## src/rtl/axi_lite_pkg.sv

```systemverilog
// Shared AXI-Lite master definitions: response codes, FSM state
// encodings and default channel widths.
package axi_lite_pkg;

   localparam int unsigned ADDR_W_DEF = 32;
   localparam int unsigned DATA_W_DEF = 32;
   localparam int unsigned STRB_W_DEF = DATA_W_DEF / 8;
   localparam int unsigned RESP_W_DEF = 2;
   localparam int unsigned PROT_W_DEF = 3;

   localparam logic [1:0] RESP_OKAY   = 2'b00;
   localparam logic [1:0] RESP_EXOKAY = 2'b01;
   localparam logic [1:0] RESP_SLVERR = 2'b10;
   localparam logic [1:0] RESP_DECERR = 2'b11;

   typedef enum logic [1:0] {
      W_IDLE = 2'd0,
      W_SEND = 2'd1,
      W_RESP = 2'd2
   } wr_state_e;

   typedef enum logic [1:0] {
      R_IDLE = 2'd0,
      R_ADDR = 2'd1,
      R_DATA = 2'd2
   } rd_state_e;

endpackage

```

## src/rtl/axi_lite_master_interface_if.sv

```systemverilog
// AXI-Lite five-channel bundle (AW, W, B, AR, R).
// master: drives addr/data/valid + bready/rready; slave: the reverse.
interface axi_lite_master_interface_if #(
   parameter int unsigned ADDR_WIDTH      = axi_lite_pkg::ADDR_W_DEF,
   parameter int unsigned DATA_WIDTH      = axi_lite_pkg::DATA_W_DEF,
   parameter int unsigned TRANS_W_STRB_W  = axi_lite_pkg::STRB_W_DEF,
   parameter int unsigned TRANS_WR_RESP_W = axi_lite_pkg::RESP_W_DEF,
   parameter int unsigned TRANS_PROT      = axi_lite_pkg::PROT_W_DEF
) ();

   logic [ADDR_WIDTH-1:0]      awaddr;
   logic [TRANS_PROT-1:0]      awprot;
   logic                       awvalid;
   logic                       awready;

   logic [DATA_WIDTH-1:0]      wdata;
   logic [TRANS_W_STRB_W-1:0]  wstrb;
   logic                       wvalid;
   logic                       wready;

   logic [TRANS_WR_RESP_W-1:0] bresp;
   logic                       bvalid;
   logic                       bready;

   logic [ADDR_WIDTH-1:0]      araddr;
   logic [TRANS_PROT-1:0]      arprot;
   logic                       arvalid;
   logic                       arready;

   logic [DATA_WIDTH-1:0]      rdata;
   logic [TRANS_WR_RESP_W-1:0] rresp;
   logic                       rvalid;
   logic                       rready;

   modport master (
      output awaddr, awprot, awvalid,
      input  awready,
      output wdata, wstrb, wvalid,
      input  wready,
      input  bresp, bvalid,
      output bready,
      output araddr, arprot, arvalid,
      input  arready,
      input  rdata, rresp, rvalid,
      output rready
   );

   modport slave (
      input  awaddr, awprot, awvalid,
      output awready,
      input  wdata, wstrb, wvalid,
      output wready,
      output bresp, bvalid,
      input  bready,
      input  araddr, arprot, arvalid,
      output arready,
      output rdata, rresp, rvalid,
      input  rready
   );

endinterface

```

## src/rtl/axi_lite_master_wr_engine.sv

```systemverilog
// AXI-Lite write engine: one local write -> AW + W, then waits on B.
// Ports: clk_i/resetn_i, i_wr_* request, o_wr_* status, axi (AW/W/B).
module axi_lite_master_wr_engine
   import axi_lite_pkg::*;
#(
   parameter int unsigned ADDR_WIDTH      = ADDR_W_DEF,
   parameter int unsigned DATA_WIDTH      = DATA_W_DEF,
   parameter int unsigned TRANS_W_STRB_W  = STRB_W_DEF,
   parameter int unsigned TRANS_WR_RESP_W = RESP_W_DEF,
   parameter int unsigned TRANS_PROT      = PROT_W_DEF
) (
   input  logic                       clk_i,
   input  logic                       resetn_i,
   input  logic                       i_wr_req,
   input  logic [ADDR_WIDTH-1:0]      i_wr_addr,
   input  logic [DATA_WIDTH-1:0]      i_wr_data,
   input  logic [TRANS_W_STRB_W-1:0]  i_wr_strb,
   input  logic [TRANS_PROT-1:0]      i_wr_prot,
   output logic                       o_wr_busy,
   output logic                       o_wr_done,
   output logic [TRANS_WR_RESP_W-1:0] o_wr_resp,
   axi_lite_master_interface_if.master axi
);

   wr_state_e                  state_q, state_d;
   logic [ADDR_WIDTH-1:0]      awaddr_q, awaddr_d;
   logic [TRANS_PROT-1:0]      awprot_q, awprot_d;
   logic                       awvalid_q, awvalid_d;
   logic [DATA_WIDTH-1:0]      wdata_q, wdata_d;
   logic [TRANS_W_STRB_W-1:0]  wstrb_q, wstrb_d;
   logic                       wvalid_q, wvalid_d;
   logic                       bready_q, bready_d;
   logic [TRANS_WR_RESP_W-1:0] resp_q, resp_d;
   logic                       done_q, done_d;

   // A channel counts as finished once its VALID is already low or
   // handshakes this cycle, so AW and W may complete in either order.
   logic aw_fin, w_fin;
   assign aw_fin = !awvalid_q || axi.awready;
   assign w_fin  = !wvalid_q  || axi.wready;

   always_ff @(posedge clk_i or negedge resetn_i) begin
      if (!resetn_i) begin
         state_q   <= W_IDLE;
         awaddr_q  <= '0;
         awprot_q  <= '0;
         awvalid_q <= 1'b0;
         wdata_q   <= '0;
         wstrb_q   <= '0;
         wvalid_q  <= 1'b0;
         bready_q  <= 1'b0;
         resp_q    <= '0;
         done_q    <= 1'b0;
      end else begin
         state_q   <= state_d;
         awaddr_q  <= awaddr_d;
         awprot_q  <= awprot_d;
         awvalid_q <= awvalid_d;
         wdata_q   <= wdata_d;
         wstrb_q   <= wstrb_d;
         wvalid_q  <= wvalid_d;
         bready_q  <= bready_d;
         resp_q    <= resp_d;
         done_q    <= done_d;
      end
   end

   always_comb begin
      state_d = state_q;
      unique case (state_q)
         W_IDLE: if (i_wr_req) state_d = W_SEND;
         W_SEND: if (aw_fin && w_fin) state_d = W_RESP;
         W_RESP: if (axi.bvalid && bready_q) state_d = W_IDLE;
         default: state_d = W_IDLE;
      endcase
   end

   always_comb begin
      awaddr_d  = awaddr_q;
      awprot_d  = awprot_q;
      awvalid_d = awvalid_q;
      wdata_d   = wdata_q;
      wstrb_d   = wstrb_q;
      wvalid_d  = wvalid_q;
      bready_d  = bready_q;
      resp_d    = resp_q;
      done_d    = 1'b0;
      unique case (state_q)
         W_IDLE: begin
            if (i_wr_req) begin
               awaddr_d  = i_wr_addr;
               awprot_d  = i_wr_prot;
               wdata_d   = i_wr_data;
               wstrb_d   = i_wr_strb;
               awvalid_d = 1'b1;
               wvalid_d  = 1'b1;
            end
         end
         W_SEND: begin
            if (awvalid_q && axi.awready) awvalid_d = 1'b0;
            if (wvalid_q && axi.wready)   wvalid_d  = 1'b0;
            if (aw_fin && w_fin)          bready_d  = 1'b1;
         end
         W_RESP: begin
            if (axi.bvalid && bready_q) begin
               resp_d   = axi.bresp;
               bready_d = 1'b0;
               done_d   = 1'b1;
            end
         end
         default: ;
      endcase
   end

   assign axi.awaddr  = awaddr_q;
   assign axi.awprot  = awprot_q;
   assign axi.awvalid = awvalid_q;
   assign axi.wdata   = wdata_q;
   assign axi.wstrb   = wstrb_q;
   assign axi.wvalid  = wvalid_q;
   assign axi.bready  = bready_q;
   assign o_wr_busy   = (state_q != W_IDLE);
   assign o_wr_done   = done_q;
   assign o_wr_resp   = resp_q;

endmodule

```

## src/rtl/axi_lite_master_interface.sv

```systemverilog
// AXI-Lite master: independent write (sub-module) and read engines.
// Ports: clk_i/resetn_i, i_wr_*/o_wr_*, i_rd_*/o_rd_*, axi (master).
module axi_lite_master_interface
   import axi_lite_pkg::*;
#(
   parameter int unsigned ADDR_WIDTH      = ADDR_W_DEF,
   parameter int unsigned DATA_WIDTH      = DATA_W_DEF,
   parameter int unsigned TRANS_W_STRB_W  = STRB_W_DEF,
   parameter int unsigned TRANS_WR_RESP_W = RESP_W_DEF,
   parameter int unsigned TRANS_PROT      = PROT_W_DEF
) (
   input  logic                       clk_i,
   input  logic                       resetn_i,
   input  logic                       i_wr_req,
   input  logic [ADDR_WIDTH-1:0]      i_wr_addr,
   input  logic [DATA_WIDTH-1:0]      i_wr_data,
   input  logic [TRANS_W_STRB_W-1:0]  i_wr_strb,
   input  logic [TRANS_PROT-1:0]      i_wr_prot,
   output logic                       o_wr_busy,
   output logic                       o_wr_done,
   output logic [TRANS_WR_RESP_W-1:0] o_wr_resp,
   input  logic                       i_rd_req,
   input  logic [ADDR_WIDTH-1:0]      i_rd_addr,
   input  logic [TRANS_PROT-1:0]      i_rd_prot,
   output logic                       o_rd_busy,
   output logic                       o_rd_done,
   output logic [DATA_WIDTH-1:0]      o_rd_data,
   output logic [TRANS_WR_RESP_W-1:0] o_rd_resp,
   axi_lite_master_interface_if.master axi
);

   axi_lite_master_wr_engine #(
      .ADDR_WIDTH      (ADDR_WIDTH),
      .DATA_WIDTH      (DATA_WIDTH),
      .TRANS_W_STRB_W  (TRANS_W_STRB_W),
      .TRANS_WR_RESP_W (TRANS_WR_RESP_W),
      .TRANS_PROT      (TRANS_PROT)
   ) u_wr (
      .clk_i     (clk_i),
      .resetn_i  (resetn_i),
      .i_wr_req  (i_wr_req),
      .i_wr_addr (i_wr_addr),
      .i_wr_data (i_wr_data),
      .i_wr_strb (i_wr_strb),
      .i_wr_prot (i_wr_prot),
      .o_wr_busy (o_wr_busy),
      .o_wr_done (o_wr_done),
      .o_wr_resp (o_wr_resp),
      .axi       (axi)
   );

   rd_state_e                  rstate_q, rstate_d;
   logic [ADDR_WIDTH-1:0]      araddr_q, araddr_d;
   logic [TRANS_PROT-1:0]      arprot_q, arprot_d;
   logic                       arvalid_q, arvalid_d;
   logic                       rready_q, rready_d;
   logic [DATA_WIDTH-1:0]      rdata_q, rdata_d;
   logic [TRANS_WR_RESP_W-1:0] rresp_q, rresp_d;
   logic                       rdone_q, rdone_d;

   always_ff @(posedge clk_i or negedge resetn_i) begin
      if (!resetn_i) begin
         rstate_q  <= R_IDLE;
         araddr_q  <= '0;
         arprot_q  <= '0;
         arvalid_q <= 1'b0;
         rready_q  <= 1'b0;
         rdata_q   <= '0;
         rresp_q   <= '0;
         rdone_q   <= 1'b0;
      end else begin
         rstate_q  <= rstate_d;
         araddr_q  <= araddr_d;
         arprot_q  <= arprot_d;
         arvalid_q <= arvalid_d;
         rready_q  <= rready_d;
         rdata_q   <= rdata_d;
         rresp_q   <= rresp_d;
         rdone_q   <= rdone_d;
      end
   end

   always_comb begin
      rstate_d = rstate_q;
      unique case (rstate_q)
         R_IDLE: if (i_rd_req) rstate_d = R_ADDR;
         R_ADDR: if (arvalid_q && axi.arready) rstate_d = R_DATA;
         R_DATA: if (axi.rvalid && rready_q) rstate_d = R_IDLE;
         default: rstate_d = R_IDLE;
      endcase
   end

   always_comb begin
      araddr_d  = araddr_q;
      arprot_d  = arprot_q;
      arvalid_d = arvalid_q;
      rready_d  = rready_q;
      rdata_d   = rdata_q;
      rresp_d   = rresp_q;
      rdone_d   = 1'b0;
      unique case (rstate_q)
         R_IDLE: begin
            if (i_rd_req) begin
               araddr_d  = i_rd_addr;
               arprot_d  = i_rd_prot;
               arvalid_d = 1'b1;
            end
         end
         R_ADDR: begin
            if (arvalid_q && axi.arready) begin
               arvalid_d = 1'b0;
               rready_d  = 1'b1;
            end
         end
         R_DATA: begin
            if (axi.rvalid && rready_q) begin
               rdata_d  = axi.rdata;
               rresp_d  = axi.rresp;
               rready_d = 1'b0;
               rdone_d  = 1'b1;
            end
         end
         default: ;
      endcase
   end

   assign axi.araddr  = araddr_q;
   assign axi.arprot  = arprot_q;
   assign axi.arvalid = arvalid_q;
   assign axi.rready  = rready_q;
   assign o_rd_busy   = (rstate_q != R_IDLE);
   assign o_rd_done   = rdone_q;
   assign o_rd_data   = rdata_q;
   assign o_rd_resp   = rresp_q;

endmodule

```

## src/flat_wrapper.sv

```systemverilog
// flat-port wrapper written by rule: the top's interface ports become plain ports
module axi_lite_master_interface_flat import axi_lite_pkg::*;
#(
   parameter int unsigned ADDR_WIDTH      = ADDR_W_DEF,
   parameter int unsigned DATA_WIDTH      = DATA_W_DEF,
   parameter int unsigned TRANS_W_STRB_W  = STRB_W_DEF,
   parameter int unsigned TRANS_WR_RESP_W = RESP_W_DEF,
   parameter int unsigned TRANS_PROT      = PROT_W_DEF
)
  (clk_i, resetn_i, i_wr_req, i_wr_addr, i_wr_data, i_wr_strb, i_wr_prot, o_wr_busy, o_wr_done, o_wr_resp, i_rd_req, i_rd_addr, i_rd_prot, o_rd_busy, o_rd_done, o_rd_data, o_rd_resp, axi_awaddr, axi_awprot, axi_awvalid, axi_awready, axi_wdata, axi_wstrb, axi_wvalid, axi_wready, axi_bresp, axi_bvalid, axi_bready, axi_araddr, axi_arprot, axi_arvalid, axi_arready, axi_rdata, axi_rresp, axi_rvalid, axi_rready);
  axi_lite_master_interface_if #(.ADDR_WIDTH(ADDR_WIDTH), .DATA_WIDTH(DATA_WIDTH), .TRANS_W_STRB_W(TRANS_W_STRB_W), .TRANS_WR_RESP_W(TRANS_WR_RESP_W), .TRANS_PROT(TRANS_PROT)) axi_i ();
  input  logic clk_i;
  input  logic resetn_i;
  input  logic i_wr_req;
  input  logic [ADDR_WIDTH-1:0] i_wr_addr;
  input  logic [DATA_WIDTH-1:0] i_wr_data;
  input  logic [TRANS_W_STRB_W-1:0] i_wr_strb;
  input  logic [TRANS_PROT-1:0] i_wr_prot;
  output logic o_wr_busy;
  output logic o_wr_done;
  output logic [TRANS_WR_RESP_W-1:0] o_wr_resp;
  input  logic i_rd_req;
  input  logic [ADDR_WIDTH-1:0] i_rd_addr;
  input  logic [TRANS_PROT-1:0] i_rd_prot;
  output logic o_rd_busy;
  output logic o_rd_done;
  output logic [DATA_WIDTH-1:0] o_rd_data;
  output logic [TRANS_WR_RESP_W-1:0] o_rd_resp;
  output wire logic [$bits(axi_i.awaddr)-1:0] axi_awaddr;
  output wire logic [$bits(axi_i.awprot)-1:0] axi_awprot;
  output wire logic [$bits(axi_i.awvalid)-1:0] axi_awvalid;
  input wire logic [$bits(axi_i.awready)-1:0] axi_awready;
  output wire logic [$bits(axi_i.wdata)-1:0] axi_wdata;
  output wire logic [$bits(axi_i.wstrb)-1:0] axi_wstrb;
  output wire logic [$bits(axi_i.wvalid)-1:0] axi_wvalid;
  input wire logic [$bits(axi_i.wready)-1:0] axi_wready;
  input wire logic [$bits(axi_i.bresp)-1:0] axi_bresp;
  input wire logic [$bits(axi_i.bvalid)-1:0] axi_bvalid;
  output wire logic [$bits(axi_i.bready)-1:0] axi_bready;
  output wire logic [$bits(axi_i.araddr)-1:0] axi_araddr;
  output wire logic [$bits(axi_i.arprot)-1:0] axi_arprot;
  output wire logic [$bits(axi_i.arvalid)-1:0] axi_arvalid;
  input wire logic [$bits(axi_i.arready)-1:0] axi_arready;
  input wire logic [$bits(axi_i.rdata)-1:0] axi_rdata;
  input wire logic [$bits(axi_i.rresp)-1:0] axi_rresp;
  input wire logic [$bits(axi_i.rvalid)-1:0] axi_rvalid;
  output wire logic [$bits(axi_i.rready)-1:0] axi_rready;
  assign axi_awaddr = axi_i.awaddr;
  assign axi_awprot = axi_i.awprot;
  assign axi_awvalid = axi_i.awvalid;
  assign axi_i.awready = axi_awready;
  assign axi_wdata = axi_i.wdata;
  assign axi_wstrb = axi_i.wstrb;
  assign axi_wvalid = axi_i.wvalid;
  assign axi_i.wready = axi_wready;
  assign axi_i.bresp = axi_bresp;
  assign axi_i.bvalid = axi_bvalid;
  assign axi_bready = axi_i.bready;
  assign axi_araddr = axi_i.araddr;
  assign axi_arprot = axi_i.arprot;
  assign axi_arvalid = axi_i.arvalid;
  assign axi_i.arready = axi_arready;
  assign axi_i.rdata = axi_rdata;
  assign axi_i.rresp = axi_rresp;
  assign axi_i.rvalid = axi_rvalid;
  assign axi_rready = axi_i.rready;
  axi_lite_master_interface #(.ADDR_WIDTH(ADDR_WIDTH), .DATA_WIDTH(DATA_WIDTH), .TRANS_W_STRB_W(TRANS_W_STRB_W), .TRANS_WR_RESP_W(TRANS_WR_RESP_W), .TRANS_PROT(TRANS_PROT)) u_core (.clk_i(clk_i), .resetn_i(resetn_i), .i_wr_req(i_wr_req), .i_wr_addr(i_wr_addr), .i_wr_data(i_wr_data), .i_wr_strb(i_wr_strb), .i_wr_prot(i_wr_prot), .o_wr_busy(o_wr_busy), .o_wr_done(o_wr_done), .o_wr_resp(o_wr_resp), .i_rd_req(i_rd_req), .i_rd_addr(i_rd_addr), .i_rd_prot(i_rd_prot), .o_rd_busy(o_rd_busy), .o_rd_done(o_rd_done), .o_rd_data(o_rd_data), .o_rd_resp(o_rd_resp), .axi(axi_i));
endmodule
```

## config.mk

```make
export PLATFORM = sky130hd
export DESIGN_NAME = axi_lite_master_interface_flat
export DESIGN_NICKNAME = d
export VERILOG_FILES = /design/src/rtl/axi_lite_pkg.sv /design/src/rtl/axi_lite_master_interface_if.sv /design/src/rtl/axi_lite_master_wr_engine.sv /design/src/rtl/axi_lite_master_interface.sv /design/src/flat_wrapper.sv
export SDC_FILE = /design/constraint.sdc
export NUM_CORES = 1
export LEC_CHECK = 0
export ABC_CLOCK_PERIOD_IN_PS = 3200
export CORE_MARGIN = 5
export CORE_UTILIZATION = 35
export DETAILED_ROUTE_END_ITERATION = 8
export PLACE_DENSITY = 0.78
export SLEW_MARGIN = 20
export SYNTH_ARGS = -nofsm -noshare
export SYNTH_HDL_FRONTEND = slang
export SYNTH_SLANG_ARGS = --single-unit
export TNS_END_PERCENT = 1
```

## constraint.sdc

```tcl
create_clock -name clk_i -period 3.2 [get_ports clk_i]
set_input_delay 0.32 -clock clk_i [delete_from_list [all_inputs] [get_ports clk_i]]
set_output_delay 0.32 -clock clk_i [all_outputs]
set_load 0.02 [all_outputs]
```

==> results of run 1 <==
-- state kept, by name, indices dropped and copies added (netlist names), 2 cells and up --
| register | flops |
|---|---|
| u_core.axi.araddr | 32 |
| u_core.o_rd_data | 32 |
| u_core.u_wr.axi.awaddr | 32 |
| u_core.u_wr.axi.wdata | 32 |
| u_core.u_wr.axi.wstrb | 4 |
| u_core.axi.arprot | 3 |
| u_core.u_wr.axi.awprot | 3 |
| u_core.o_rd_resp | 2 |
| u_core.rstate_q | 2 |
| u_core.u_wr.o_wr_resp | 2 |
| u_core.u_wr.state_q | 2 |
-- layer usage --
| metal | share of wire | vias up | routed length [µm] | global-route usage |
|---|---|---|---|---|
| met3 | 0.083 | 42 | 1330 | 0.0648 |
| li1 | - | 1851 | - | - |
| met4 | 0.042 | 0 | 670 | 0.0811 |
| met1 | 0.36 | 1992 | 5810 | 0.170 |
| met5 | 0 | - | 0 | 0 |
| met2 | 0.51 | 213 | 8150 | 0.280 |
-- power groups by stage --
stage                     clock network, mW  logic, mW  registers, mW
after floorplan                           0       1.45           4.60
after global placement                    0       5.04           3.44
after detailed placement                  0       5.15           3.50
after CTS                              1.98       5.17           3.48
after global routing                   2.07       5.35           3.60
final                                  1.91       5.09           3.47
-- how the worst max path moves through the flow --
stage | to | slack (ns) | cells past startpoint
2_1_floorplan | u_core.axi.araddr[10]$_DFFE_PN0P_ | 1.58 | 4
3_3_place_gp | u_core.o_rd_data[25]$_DFFE_PN0P_ | 0.88 | 4
3_5_place_dp | u_core.u_wr.axi.wstrb[3]$_DFFE_PN0P_ | 0.85 | 5
4_1_cts | o_rd_busy | 1.10 | 2
5_1_grt | o_rd_busy | 1.05 | 2
6_report | o_rd_busy | 1.12 | 2
-- cells by family (layout without fill, tap and decap cells) --
family / count (synthesis) / in the layout / synth area share
flops: 153 / 153 / 0.650
compound gates: 16 / 16 / 0.0159
simple gates: 17 / 17 / 0.0153
buf+inv: 24 / 345 / 0.0285
mux: 142 / 142 / 0.290
-- final cells by class --
class | count | area [µm²] | share of cell area
clock inverters | 10 | 121 | 0.0125
multi-input cells | 175 | 1900 | 0.196
inverters | 8 | 30.0 | 0.00310
repair buffers | 305 | 3080 | 0.318
clock buffers | 22 | 444 | 0.0459
flip-flops and latches | 153 | 3830 | 0.395
well taps | 220 | 275 | 0.0284
-- synthesized netlist by cell type --
| master | number |
|---|---|
| a21oi_1 | 2 |
| a221o_1 | 1 |
| a311oi_1 | 1 |
| and2_1 | 1 |
| buf_12 | 3 |
| buf_2 | 8 |
| buf_4 | 3 |
| buf_6 | 1 |
| clkbuf_1 | 1 |
| dfrtp_1 | 153 |
| inv_1 | 7 |
| inv_2 | 1 |
| mux2_2 | 113 |
| mux2_4 | 29 |
| nand2_1 | 6 |
| nand2b_1 | 1 |
| nand4_1 | 2 |
| nor2_1 | 3 |
| nor2b_1 | 1 |
| nor3b_2 | 1 |
| o211a_1 | 1 |
| o21ai_0 | 11 |
| or2_2 | 1 |
| or3_1 | 1 |
-- worst reg2reg max path, delay by kind of cell, from the launching register on --
family / cells / cell delay [ns]
mux: 1 / 0.47
simple gates: 1 / 0.90
buf+inv: 1 / 0.07
flops: 1 / 0.50
-- what timing repair did --
| action | 4_1_cts | 5_1_grt |
|---|---|---|
| hold buffers | 1 | 0 |
| hold endpoints to repair | 76 | 0 |
| buffers inserted | 0 | 0 |
==> results.toml, run 1 <==
[run_status]
status = "complete, no violations"

[timing]
finalMaxSlewViolations = 0
fin_skew_ns = 0.00900
fin_hold_ws_ns = 0.497
min_period_ns = 2.08
slew_headroom = 0.304
fin_ws_ns = 1.12
rsz0062_at_grt = "no"
final-setup-viol-count = 0
tns_ns = 0
max_clock_freq_ghz = 0.482
worst_pin_slew_ns = 1.04
finalCritPeriodShare = 0.649
hold_viol = 0

[routing]
wire_per_inst_um = 17.9
detail_route.vias_per_cell = 4.59
drc = 0
drtAntennaViolNets = 0
num_vias = 4098
drt_pass1_iterations = 4
wl_mm = 16.0
drt-initial-drc-count = 76

[setup_path]
required_ns = 2.88
cp-startpoint = "u_core.rstate_q[0]$_DFFE_PN0P_"
crit_fanout = 9
worst-r2r-setup-slack_ns = 1.14
worstPathCellList = "or2_2, clkdlybuf4s50_1"
worst-path-buf-inv = 1
path_delay_family = "buffers and inverters"
path_class = "flop to output pin"
rr_endpoint = "u_core.o_rd_data[11]$_DFFE_PN0P_"
reg2reg_depth = 3
crit_arrival_ns = 1.76
start_kind = "flop"
r2r-start = "u_core.rstate_q[1]$_DFFE_PN0P_"
crit_path_end_kind = "output pin"
cp_slowest_cell = "clkdlybuf4s50_1"
slowest_delay_ns = 0.55

[power]
p_clk_frac = 0.183
switchingPower_mw = 3.61
internal-power_mw = 6.87
total_power_mw = 10.5
power_frac_seq = 0.331
p_per_area_nw_per_um2 = 1080
swShare = 0.344
leakagePower_nw = 4.11
ir_drop_mv = 0.573
pwr-share-comb = 0.486

[final_layout]
layout_common_cells = "clkdlybuf4s50_1, dfrtp_1, mux2_2, mux2_4, clkbuf_16"
layout.cells.non_filler = 893
design_area_um2 = 9680
areaGrowthSynthToFinish_pct = 64.5
final_common_cell = "clkdlybuf4s50_1"
utilization = 0.586
fill_cells = 1299
drive_above_1_share = 0.264
antenna_cells = 0
nets = 811

[clock_network]
cts-resized-gates = 0
clockBufferDepth = 2
path_clk_slew_ns = 0.06
clkSinkCount = 153
root_buffer = "clkbuf_16"
cts_tree = "built"
cts_buffers = 17
clk_latency_ns = 0.41
htree_levels = 4

[synthesis]
ys.warnings.count = 0
syn_area_um2 = 5890
postSynthCellCount = 352
ys_ff_latch = 153
netlist.area_leader.share = 0.650
yosysSeqAreaShare = 0.650
avgSynthCellArea_um2 = 16.7
synth.distinct_cells = 24
synth_area_leader_cell = "dfrtp_1"
yosys-top-cells-area = "dfrtp_1, mux2_2, mux2_4, buf_12, o21ai_0"
synth.net_count = 503

[global_routing]
track_usage = 0.161
grt_max_degree = 78
antenna_found_initial = 0
grt_pass1_wl_mm = 24.9
gr-total-overflow = 0
grt_pass1_vias = 4675

[die]
coreArea_um2 = 16500
die_x_um = 140
row_count = 47
dieArea_um2 = 19500
boundaryPins = 302
die_h_um = 140
start_util = 0.356

[worst_hold_path]
worstHoldPathType = "input port to asynchronous set/reset pin"

[placed_design]
dpl_cell_area_um2 = 9110
hpwl_mm = 12.2
io_buffers = 301
place_ws_ns = 0.852
place_inst = 860
gp_congestion = 0.739

[job]
drv_cap = 0
Note: power is estimated with default switching activity, not from simulation.
==> run 2, diff against run 1 <==
--- a/config.mk
+++ b/config.mk
@@ -5,7 +5,7 @@
 export SDC_FILE = /design/constraint.sdc
 export NUM_CORES = 1
 export LEC_CHECK = 0
-export ABC_CLOCK_PERIOD_IN_PS = 3200
+export ABC_CLOCK_PERIOD_IN_PS = 2200
 export CORE_MARGIN = 5
 export CORE_UTILIZATION = 35
 export DETAILED_ROUTE_END_ITERATION = 8
==> constraint.sdc (replaced) <==
create_clock -name clk_i -period 2.2 [get_ports clk_i]
set_input_delay 0.22 -clock clk_i [delete_from_list [all_inputs] [get_ports clk_i]]
set_output_delay 0.22 -clock clk_i [all_outputs]
set_load 0.02 [all_outputs]
==> run 2 against run 1 <==
Clock power rose by 57%. Clock skew fell by 0.0013 ns. Cell area grew 0.76%. Critical path depth is the same. Wire length shrank 0.26%. Via count is essentially flat. Combinational power rose by 45%. Clock-buffer cell count shrank 4. Largest power group unchanged.
==> results.toml, run 2 (same netlist as run 1, synthesis figures left out) <==
[run_status]
status = "complete, no violations"

[timing]
max_clock_freq_ghz = 0.506
finalCritPeriodShare = 0.899
worst_pin_slew_ns = 0.566
rsz0062_at_grt = "no"
final-setup-viol-count = 0
fin_ws_ns = 0.222
fin_skew_ns = 0.00772
finalMaxSlewViolations = 0
hold_viol = 0
tns_ns = 0
slew_headroom = 0.622
min_period_ns = 1.98

[power]
leakagePower_nw = 4.16
power_frac_seq = 0.327
pwr-share-comb = 0.479
p_per_area_nw_per_um2 = 1580
ir_drop_mv = 0.705
internal-power_mw = 10.1
switchingPower_mw = 5.30
swShare = 0.343
p_clk_frac = 0.194

[die]
start_util = 0.356
row_count = 47
die_h_um = 140
dieArea_um2 = 19500
coreArea_um2 = 16500
die_x_um = 140
boundaryPins = 302

[global_routing]
grt_util_met1 = 0.181
track_usage = 0.164
grt_max_degree = 72
met2_usage = 0.285
top_usage_layer = "met2"
groute.layer.met3.usage = 0.0566
gr-total-overflow = 0
grt_pass1_vias = 4675
grt_pass1_wl_mm = 25.4
antenna_found_initial = 0

[setup_path]
reg2reg_depth = 4
path_class = "flop to output pin"
crit_arrival_ns = 1.76
crit_path_end_kind = "output pin"
cp-startpoint = "u_core.rstate_q[0]$_DFFE_PN0P_"
worst-r2r-setup-slack_ns = 0.44
crit_path_end = "o_rd_busy"
start_kind = "flop"
required_ns = 1.98
rr_endpoint = "u_core.u_wr.axi.awaddr[16]$_DFFE_PN0P_"
crit_fanout = 9
r2r-start = "u_core.u_wr.state_q[1]$_DFFE_PN0P_"

[clock_network]
clk_latency_ns = 0.41
htree_levels = 4
cts_setup_buffers = 0
ctsHoldBuffers = 1
clkSinkCount = 153
root_buffer = "clkbuf_16"
path_clk_slew_ns = 0.06
cts_tree = "built"
cts_buffers = 17
cts-resized-gates = 0
clockBufferDepth = 2

[routing]
num_vias = 4097
drtAntennaViolNets = 0
wl_mm = 15.9
drt-initial-drc-count = 98
drc = 0
detail_route.vias_per_cell = 4.57
drt_pass1_iterations = 4
wire_per_inst_um = 17.7

[placed_design]
io_buffers = 301
place_ws_ns = 0.199
hpwl_mm = 12.0
gp_congestion = 0.824

[final_layout]
nets = 815
layout_common_cells = "clkdlybuf4s50_1, dfrtp_1, mux2_2, mux2_4, clkbuf_16"
antenna_cells = 0
fill_cells = 1304
areaGrowthSynthToFinish_pct = 65.7
drive_above_1_share = 0.276
final_common_cell = "clkdlybuf4s50_1"

[job]
drv_cap = 0

[worst_hold_path]
worstHoldPathType = "input port to asynchronous set/reset pin"
## run 2: final cells by class
class / instances / area, µm² / share of cell area
Sequential cell: 153 / 3830 / 0.392
Timing Repair Buffer: 309 / 3110 / 0.319
Multi-Input combinational cell: 175 / 1900 / 0.195
Clock buffer: 18 / 439 / 0.0450
Tap cell: 220 / 275 / 0.0282
Clock inverter: 14 / 170 / 0.0174
Inverter: 8 / 30.0 / 0.00308
## run 2: power groups by stage
stage	combinational (mW)	sequential [mW]	clock (mW)
detailed placement	7.46	5.09	0
global placement	7.31	5.02	0
finish	7.39	5.05	2.99
floorplan	2.11	6.69	0
global route	7.76	5.23	3.21
CTS	7.49	5.06	3.07
## run 2: how the worst min path moves through the flow
| stage | start | endpoint | slack, ns |
|---|---|---|---|
| 5_1_grt | resetn_i | u_core.o_rd_data[7]$_DFFE_PN0P_ | 0.39 |
| 3_5_place_dp | resetn_i | u_core.o_rd_data[5]$_DFFE_PN0P_ | 0.23 |
| 3_3_place_gp | resetn_i | u_core.o_rd_data[27]$_DFFE_PN0P_ | 0.22 |
| 6_report | resetn_i | u_core.o_rd_data[27]$_DFFE_PN0P_ | 0.35 |
| 2_1_floorplan | resetn_i | u_core.axi.araddr[0]$_DFFE_PN0P_ | -0.08 |
| 4_1_cts | resetn_i | u_core.o_rd_data[5]$_DFFE_PN0P_ | 0.36 |
## run 2: stage by stage
| stage | hold WS, ns | instance area [µm²] | power [mW] | instances | util |
|---|---|---|---|---|---|
| 2_1_floorplan | -0.0756 | 5890 | 8.80 | 352 | - |
| 3_3_place_gp | 0.217 | 9140 | 12.3 | 864 | 0.553 |
| 3_5_place_dp | 0.231 | 9140 | 12.6 | 864 | 0.553 |
| 4_1_cts | 0.360 | 9760 | 15.6 | 897 | 0.591 |
| 5_1_grt | 0.391 | 9760 | 16.2 | 897 | 0.591 |
| 6_report | 0.349 | 9760 | 15.4 | 897 | 0.591 |
## run 2: critical path: stages (launching register included)
cell             delay, ns
dfrtp_1               0.47
or2_2                 0.33
clkdlybuf4s50_1       0.55
## run 2: metal layers
metal  vias up  share of wire
met2       189           0.51
met5         -              0
met4         0          0.034
met1      2015           0.38
met3        35          0.076
li1       1858              -
==> run 3, diff against run 2 <==
--- a/config.mk
+++ b/config.mk
@@ -5,11 +5,12 @@
 export SDC_FILE = /design/constraint.sdc
 export NUM_CORES = 1
 export LEC_CHECK = 0
-export ABC_CLOCK_PERIOD_IN_PS = 2200
+export ABC_CLOCK_PERIOD_IN_PS = 1900
 export CORE_MARGIN = 5
 export CORE_UTILIZATION = 35
 export DETAILED_ROUTE_END_ITERATION = 8
 export PLACE_DENSITY = 0.78
+export REMOVE_ABC_BUFFERS = 1
 export SLEW_MARGIN = 20
 export SYNTH_ARGS = -nofsm -noshare
 export SYNTH_HDL_FRONTEND = slang
==> constraint.sdc (replaced) <==
create_clock -name clk_i -period 1.9 [get_ports clk_i]
set_input_delay 0.19 -clock clk_i [delete_from_list [all_inputs] [get_ports clk_i]]
set_output_delay 0.19 -clock clk_i [all_outputs]
set_load 0.02 [all_outputs]
==> run 3 against run 2 <==
Sequential power grew 16%. First-iteration DRC count grew 40%. Cell area is 0.92% higher. Clock skew grew 0.0022 ns. Worst hold slack worse by 0.051 ns. Utilization up 0.55 points. Largest cell class unchanged. Wire length is 2.3% higher. Clock power is 20% higher. Highest routed layer unchanged. Clock-buffer cell count up 2. Non-clock buffer count up 5. Final cell count increased by 0.45%. Setup slack worse by 0.16 ns.
==> results.toml, run 3 (same netlist as run 1, synthesis figures left out) <==
[run_status]
status = "complete, no violations"

[timing]
fin_hold_ws_ns = 0.298
rsz0062_at_grt = "no"
hold_viol = 0
tns_ns = 0
min_period_ns = 1.83
max_clock_freq_ghz = 0.545
fin_skew_ns = 0.00996
final-setup-viol-count = 0
slew_headroom = 0.721
finalMaxSlewViolations = 0
worst_pin_slew_ns = 0.418
finalCritPeriodShare = 0.966

[die]
coreArea_um2 = 16500
dieArea_um2 = 19500
row_count = 47
start_util = 0.356
die_h_um = 140
boundaryPins = 302
die_x_um = 140

[global_routing]
track_usage = 0.166
grt_pass1_wl_mm = 25.6
grt_pass1_vias = 4726
grt_max_degree = 48
gr-total-overflow = 0
antenna_found_initial = 0

[setup_path]
path_class = "flop to output pin"
crit_fanout = 6
crit_arrival_ns = 1.64
reg2reg_depth = 4
required_ns = 1.71
start_kind = "flop"
crit_path_end_kind = "output pin"
worst-r2r-setup-slack_ns = 0.26

[clock_network]
cts_buffers = 17
clk_latency_ns = 0.41
path_clk_slew_ns = 0.06
cts_tree = "built"
clockBufferDepth = 2
clkSinkCount = 153
root_buffer = "clkbuf_16"
htree_levels = 4

[routing]
drt_pass1_iterations = 4
drc = 0
wire_per_inst_um = 18.1
drtAntennaViolNets = 0
num_vias = 4144
drt-initial-drc-count = 137
wl_mm = 16.3
detail_route.vias_per_cell = 4.60

[final_layout]
design_area_um2 = 9850
antenna_cells = 0
nets = 820
layout_common_cells = "clkdlybuf4s50_1, dfrtp_1, mux2_2, mux2_4, clkbuf_16"
fill_cells = 1261
layout.cells.non_filler = 901
final_common_cell = "clkdlybuf4s50_1"
drive_above_1_share = 0.282
areaGrowthSynthToFinish_pct = 67.3

[placed_design]
dpl_cell_area_um2 = 9200
gp_congestion = 0.864
hpwl_mm = 12.6
io_buffers = 301
place_inst = 869

[power]
ir_drop_mv = 0.968
p_per_area_nw_per_um2 = 1840
leakagePower_nw = 4.22
total_power_mw = 18.1

[worst_hold_path]
worstHoldPathType = "input port to asynchronous set/reset pin"

[job]
drv_cap = 0
[run 3: cell count changes in the layout (fill, tap and decap cells not counted), sizes merged]
| cell | before | now |
|---|---|---|
| buf | 8 | 13 |
| bufinv | 3 | 4 |
| clkbuf | 18 | 20 |
| clkinv | 4 | 7 |
| inv | 11 | 8 |
| clkdlybuf4s50 | 300 | 299 |
| clkinvlp | 4 | 0 |
| dlygate4sd2 | 0 | 1 |
[run 3: worst max-delay path, cell delays in order (launching register included)]
cell	delay [ns]
dfrtp_1	0.43
inv_1	0.12
nand2_1	0.08
clkdlybuf4s50_1	0.60
[run 3: layer usage]
layer,up-vias,GRT usage,share of wire
li1,1875,-,-
met1,2019,0.180,0.37
met2,231,0.288,0.51
met3,19,0.0827,0.11
met4,0,0.0428,0.015
met5,-,0,0
[run 3: layout make-up]
cell class | instances | area [µm²] | share of cell area
Tap cell | 220 | 275 | 0.0280
Multi-Input combinational cell | 175 | 1900 | 0.193
Sequential cell | 153 | 3830 | 0.389
Timing Repair Buffer | 314 | 3180 | 0.322
Clock inverter | 11 | 170 | 0.0173
Clock buffer | 20 | 467 | 0.0474
Inverter | 8 | 30.0 | 0.00305
[run 3: repair_timing]
item                                    CTS  global route
endpoints found under the setup margin    1             1
hold buffers                              1             0
hold endpoints to repair                 39             0
gates resized for setup                   1             1
buffers inserted                          0             0
[run 3: worst paths after layout]
kind | start | end
worst max register to register | u_core.u_wr.state_q[1]$_DFFE_PN0P_ | u_core.u_wr.axi.awaddr[6]$_DFFE_PN0P_
min in group clk_i | i_wr_strb[2] | u_core.u_wr.axi.wstrb[2]$_DFFE_PN0P_
worst min register to register | u_core.u_wr.o_wr_resp[1]$_DFFE_PN0P_ | u_core.u_wr.o_wr_resp[1]$_DFFE_PN0P_
max in group asynchronous | resetn_i | u_core.axi.araddr[9]$_DFFE_PN0P_
worst min-delay path | resetn_i | u_core.u_wr.axi.awaddr[4]$_DFFE_PN0P_
worst max-delay path | u_core.u_wr.state_q[0]$_DFFE_PN0P_ | o_wr_busy
[run 3: power breakdown]
group	switching, mW	internal [mW]
sequential	0.955	4.91
clock	1.29	2.30
combinational	3.89	4.77
[run 3: stage by stage]
step                       util  worst slack [ns]
after floorplan               -            -0.943
after global placement    0.557            0.0509
after detailed placement  0.557            0.0204
after CTS                 0.596            0.0412
after global routing      0.596            0.0121
final                     0.596            0.0654
